--- src/rtl/gpio_32_irq_ctrl.sv ---
// Per-bit GPIO interrupt detector: edge/level detection, sticky W1C status,
// and registered irq / lowest-pending-index outputs for the CPU.
module gpio_32_irq_ctrl #(
  parameter int NUM_GPIO = 32,
  parameter int ID_W     = 5
) (
  input  logic                PCLK,
  input  logic                PRESET,
  input  logic [NUM_GPIO-1:0] debounced_gpio_in,
  input  logic [NUM_GPIO-1:0] int_en,
  input  logic [NUM_GPIO-1:0] int_type,
  input  logic [NUM_GPIO-1:0] int_pol,
  input  logic [NUM_GPIO-1:0] int_both,
  input  logic                clr_valid,
  input  logic [NUM_GPIO-1:0] clr_mask,
  output logic [NUM_GPIO-1:0] irq_status,
  output logic                irq,
  output logic [ID_W-1:0]     irq_id,
  output logic                irq_id_valid
);

  logic [NUM_GPIO-1:0] r_prev_in;
  logic [NUM_GPIO-1:0] r_status;
  logic                r_irq;
  logic [ID_W-1:0]     r_irq_id;
  logic                r_irq_id_valid;

  logic [NUM_GPIO-1:0] w_rise;
  logic [NUM_GPIO-1:0] w_fall;
  logic [NUM_GPIO-1:0] w_edge_hit;
  logic [NUM_GPIO-1:0] w_lvl_hit;
  logic [NUM_GPIO-1:0] w_clr;
  logic [NUM_GPIO-1:0] w_edge_nxt;
  logic [NUM_GPIO-1:0] w_lvl_nxt;
  logic [NUM_GPIO-1:0] w_status_nxt;
  logic [ID_W-1:0]     w_low_id;

  assign w_rise     = debounced_gpio_in & ~r_prev_in;
  assign w_fall     = ~debounced_gpio_in & r_prev_in;
  assign w_edge_hit = (int_both & (w_rise | w_fall))
                    | (~int_both & ((int_pol & w_rise) | (~int_pol & w_fall)));
  assign w_lvl_hit  = (int_pol & debounced_gpio_in) | (~int_pol & ~debounced_gpio_in);

  // A new edge event outranks a clear landing on the same cycle.
  assign w_clr        = {NUM_GPIO{clr_valid}} & clr_mask;
  assign w_edge_nxt   = (int_en & w_edge_hit) | (r_status & ~w_clr);
  assign w_lvl_nxt    = int_en & w_lvl_hit;
  assign w_status_nxt = (int_type & w_lvl_nxt) | (~int_type & w_edge_nxt);

  // Scan downward so the lowest set index is the last one written.
  always_comb begin
    w_low_id = '0;
    for (int i = NUM_GPIO - 1; i >= 0; i--) begin
      if (r_status[i]) w_low_id = ID_W'(i);
    end
  end

  always_ff @(posedge PCLK) begin
    if (PRESET) begin
      r_prev_in      <= '0;
      r_status       <= '0;
      r_irq          <= 1'b0;
      r_irq_id       <= '0;
      r_irq_id_valid <= 1'b0;
    end else begin
      r_prev_in      <= debounced_gpio_in;
      r_status       <= w_status_nxt;
      r_irq          <= |r_status;
      r_irq_id       <= w_low_id;
      r_irq_id_valid <= |r_status;
    end
  end

  assign irq_status   = r_status;
  assign irq          = r_irq;
  assign irq_id       = r_irq_id;
  assign irq_id_valid = r_irq_id_valid;

endmodule

--- config.mk ---
export PLATFORM = sky130hd
export DESIGN_NAME = gpio_32_irq_ctrl
export DESIGN_NICKNAME = d
export VERILOG_FILES = /design/src/rtl/gpio_32_irq_ctrl.sv
export SDC_FILE = /design/constraint.sdc
export NUM_CORES = 1
export LEC_CHECK = 0
export BUFFER_PORTS_ARGS = -buffer_cell sky130_fd_sc_hd__buf_2
export CAP_MARGIN = 20
export CORE_AREA = 2 2 153 95
export DETAILED_ROUTE_END_ITERATION = 10
export DIE_AREA = 0 0 155 97
export SYNTH_ARGS = -nofsm -noshare
export SYNTH_HDL_FRONTEND = slang
export SYNTH_SLANG_ARGS = --single-unit
export TNS_END_PERCENT = 30
--- constraint.sdc ---
create_clock -name PCLK -period 1.9 [get_ports PCLK]
set_input_delay 0.19 -clock PCLK [delete_from_list [all_inputs] [get_ports PCLK]]
set_output_delay 0.19 -clock PCLK [all_outputs]
set_load 0.01 [all_outputs]
# Word-level counts from Yosys, hierarchy flattened
# Cells that the tools add are included.
# word_totals
regBits,70
input_bits,195
out_inout_bits,39
# op_classes
n_mux,31
bitwise_logic,26
n_reduce_logical,6
# ops
cell,count
32-bit AND,14
32-bit inverter,6
32-bit OR,6
5-bit two-way mux,16
4-bit two-way mux,8
32-bit OR reduction,1
17-bit OR reduction,1
3-bit two-way mux,4
9-bit OR reduction,1
5-bit OR reduction,1
2-bit two-way mux,2
3-bit OR reduction,1
2-bit OR reduction,1
1-bit two-way mux,1

# Logic depth before layout (Yosys ltp)
# depth
ltp_word,31
ltp_mapped,7
ltp_nobuf,7

# Worst setup path before layout
# OpenSTA, ideal clock, no wires.
# synth_path
kind,register -> register
from,register r_status[30] (netlist: irq_status[30])
to,register r_irq_id_valid (netlist: irq_id_valid)
arrival_ns,1.253
setup_slack_ns,0.515
path_stages_with_launch,5
n_path_buf,0
period_less_slack_ns,1.385
cell_sequence,dfxtp_1 > or4_4 > nand2b_4 > nor3_2 > a31oi_1
# synth_between
elab_chain_cells,1
# synth_rtl
element,line_no,rtl
"start, declared",23,logic [NUM_GPIO-1:0] r_status;
"start signal, assigned",67,r_status <= w_status_nxt;
32-bit OR reduction,70,r_irq_id_valid <= |r_status;
"end signal, assigned",70,
"end, declared",26,logic r_irq_id_valid;
# Every way passes these cells.
# A chain may end at the register's enable or synchronous reset.

# Worst setup path in the final report
# layout_path
from,register r_status[6] (netlist: irq_status[6])
to,register r_irq_id[1] (netlist: irq_id[1])
# layout_between
elab_chain_cells,5
# layout_rtl
element,line_no,rtl
3-bit two-way mux (3 in a row),54,if (r_status[i]) w_low_id = ID_W'(i);
2-bit two-way mux (2 in a row),54,
"end signal, assigned",69,r_irq_id <= w_low_id;
"end, declared",25,logic [ID_W-1:0] r_irq_id;
# Every way passes these cells.

==> results by group <==
Run status
  – Status: complete, no violations

Clock tree
  – Cts bufs inserted: 9
  – Skew-Pair Late Insertion Delay: 0.33 ns
  – Post_cts resized: 0
  – TritonCTS clock tree: done
  – Max clock buf depth: 2
  – Clock Pin Slew Worst Setup and Hold Paths: 0.06 ns
  – CTS H-tree lvls: 3
  – Post-CTS Setup Bufs: 0
  – Hold-fix buffer count after cts: 0
  – Clk sink count: 70
  – Clk root buf: clkbuf_16

STA
  – Final setup viols: 0
  – Final Slew Violations: 0
  – Fmax: 0.559 GHz
  – RSZ-0062 raised after global routing: no
  – Clock Skew: 0.00885 ns
  – Fin. Hold Viols: 0
  – Tmin final: 1.79 ns
  – Slew headroom: 0.521
  – Period Utilization, post-route: 0.942
  – Setup TNS: 0 ns
  – Slew @ Worst Pin: just over 0.7 ns

Power
  – Clock power frac: 0.444
  – Sw frac: 0.265
  – Seq pwr share: 0.350
  – NetSw: 1.26 mW
  – Power density over the cells: 738 nW/um^2
  – Peak supply drop: 0.394 mV
  – Lkg Pwr: between 3 and 4 nW
  – Combinational power share: 0.206
  – Internal power: 3.49 mW

Floorplan
  – Die Y: 97 um
  – DIE WIDTH: 155 um
  – Row count: 33
  – Die area: 15000 um^2
  – Core area: 13500 um^2
  – # IOs: 234
  – Starting Density: 0.347

Final layout
  – Area Growth Syn to Fin: 37.2%
  – Filler cells: 1388
  – Net count, final: 1091
  – Fraction of layout cells with a size suffix above 1: 0.312
  – Most frequent cells in the layout: buf_2, nand2_1, dfxtp_1
  – Most common cell after layout, fill and taps aside: buf_2
  – Post-route cell area: roughly 6400 um^2

Setup path
  – Crit Path Class: flip-flop to flip-flop
  – CP Capture Point: irq_id[1]
  – CP required: 2.13 ns
  – Critical Path Stages: 5
  – Worst R2R Setup Slack: 0.11 ns
  – Max stage delay on crit path: 0.40 ns
  – CP endpoint kind: flip-flop
  – Crit path max-delay family: simple AND/OR/NAND/NOR gates
  – Critical Path Fanout Max: 5
  – Reg-to-reg endpoint: irq_id[1]
  – Slowest cell on crit path: nor3_1
  – Crit path cell chain: nor2_1 -> nand2_1 -> nor3_1 -> o311ai_0 -> and3_1
  – Crit path DAT: 2.02 ns
  – Worst Path Buf+Inv: 0
  – Reg-to-Reg Start: irq_status[6]
  – CP Launch Point: irq_status[6]
  – Reg2reg path depth: 5
  – Startpoint Class: flip-flop

Detailed routing
  – Routed length per instance: 13.8 um
  – DR vias: 4723
  – DR vias/cell: ~4.7
  – Antenna-violating nets left: 0
  – WL final: between 10 and 15 mm
  – DRT iter0 DRCs: 230
  – DRT Pass-1 Iters: 4
  – Drt drc: 0

GRT
  – Vias in the first global route: about 4500
  – GR Util All Layers: 0.186
  – Initial antenna violation count: 0
  – Largest net degree at the start of global routing: 33
  – Wire length of the first global-routing pass: 22.7 mm
  – Congestion Overflow GR: 0

Synthesis
  – Synth top area cells: dfxtp_1, ha_1, nand2_1
  – Yosys top cell by area: dfxtp_1
  – Syn Nets: roughly 850
  – Post-Syn Area per Cell: 7.88 um^2
  – Yosys reg bits: 70
  – Post-Syn Area: 4690 um^2
  – Share of the synthesized area in the top cell type: 0.299
  – Post-synth cell types: 32
  – Syn. warnings: 0
  – Sequential area share after synthesis: 0.299
  – Cells after Synth: 595

Placed design
  – IO Port Bufs: 233
  – Area after DPL: 6060 um^2
  – GP Congestion: 0.832
  – Post-DP HPWL: 11.6 mm

Job
  – # Max-Cap Violations: 0

Hold path
  – Hold Crit Class: primary input to flip-flop
  – Hold_sp: int_type[15]
sequential cells by signal, indices dropped and copies added (netlist names):
| signal | flops |
|---|---|
| irq_id_valid | 1 |
| r_prev_in | 32 |
| irq_id | 5 |
| irq_status | 32 |
cell type report:
cell class / count / area, um^2 / share of cell area
Timing Repair Buffer: 237 / 1200 / 0.186
Inverter: 70 / 263 / 0.0408
Multi-Input combinational cell: 444 / 2980 / 0.463
Clock inverter: 5 / 129 / 0.0200
Clock buffer: 11 / 243 / 0.0377
Antenna cell: 1 / 2.50 / 0.000389
Tap cell: 175 / 219 / 0.0340
Sequential cell: 70 / 1400 / 0.218
cells by family (layout without fill, tap and decap cells):
| logic type | count (synthesis) | in the layout | share of synthesized area |
|---|---|---|---|
| compound gates | 151 | 151 | 0.214 |
| xor+xnor | 32 | 32 | 0.0598 |
| fa+ha+maj | 64 | 64 | 0.171 |
| buf+inv | 81 | 323 | 0.0657 |
| flops | 70 | 70 | 0.299 |
| other cells | 0 | 1 | 0 |
| simple gates | 197 | 197 | 0.191 |
worst min path at each step:
stage                           endpoint  cells after the start
final                     irq_status[15]                      2
after global placement    irq_status[18]                      2
after detailed placement  irq_status[15]                      2
after floorplan            irq_status[0]                      1
after global routing      irq_status[15]                      2
after CTS                 irq_status[15]                      2
cells in the mapped netlist (all sizes together):
cell type	number
a2111oi	4
a211oi	33
a21oi	39
a221oi	33
a31oi	1
and3	1
buf	1
clkbuf	10
dfxtp	70
ha	64
inv	70
nand2	101
nand2b	1
nor2	45
nor2b	33
nor3	7
nor4	6
o2111ai	1
o21a	1
o21ai	35
o311ai	1
o31ai	3
or4	2
or4b	1
xnor2	32
stage by stage:
stage | worst slack [ns] | power, mW | utilization | instances | hold WS [ns]
after floorplan | 0.515 | 2.18 | - | 595 | 0.301
after global placement | 0.176 | 2.67 | 0.449 | 996 | 0.404
after detailed placement | 0.231 | 2.67 | 0.449 | 996 | 0.402
after CTS | 0.221 | 4.80 | 0.476 | 1012 | 0.0505
after global routing | 0.0834 | 5.01 | 0.476 | 1012 | 0.0564
final | 0.111 | 4.75 | 0.476 | 1013 | 0.0557
routing by layer:
metal / up-vias / wire, um / part of all wire / global-route usage
li1: 2531 / - / - / -
met1: 2011 / 7200 / 0.51 / 0.267
met2: 172 / 5440 / 0.39 / 0.270
met3: 9 / 1280 / 0.092 / 0.0672
met4: 0 / 96 / 0.0068 / 0.0328
met5: - / 0 / 0 / 0
power by group through the flow:
stage	Clock, mW	Sequential, mW	Combinational (mW)
after floorplan	0	1.69	0.489
after global placement	0	1.69	0.980
after detailed placement	0	1.69	0.979
after CTS	2.15	1.66	0.984
after global routing	2.22	1.68	1.11
final	2.11	1.66	0.980
Note: power is estimated with default switching activity, not from simulation.
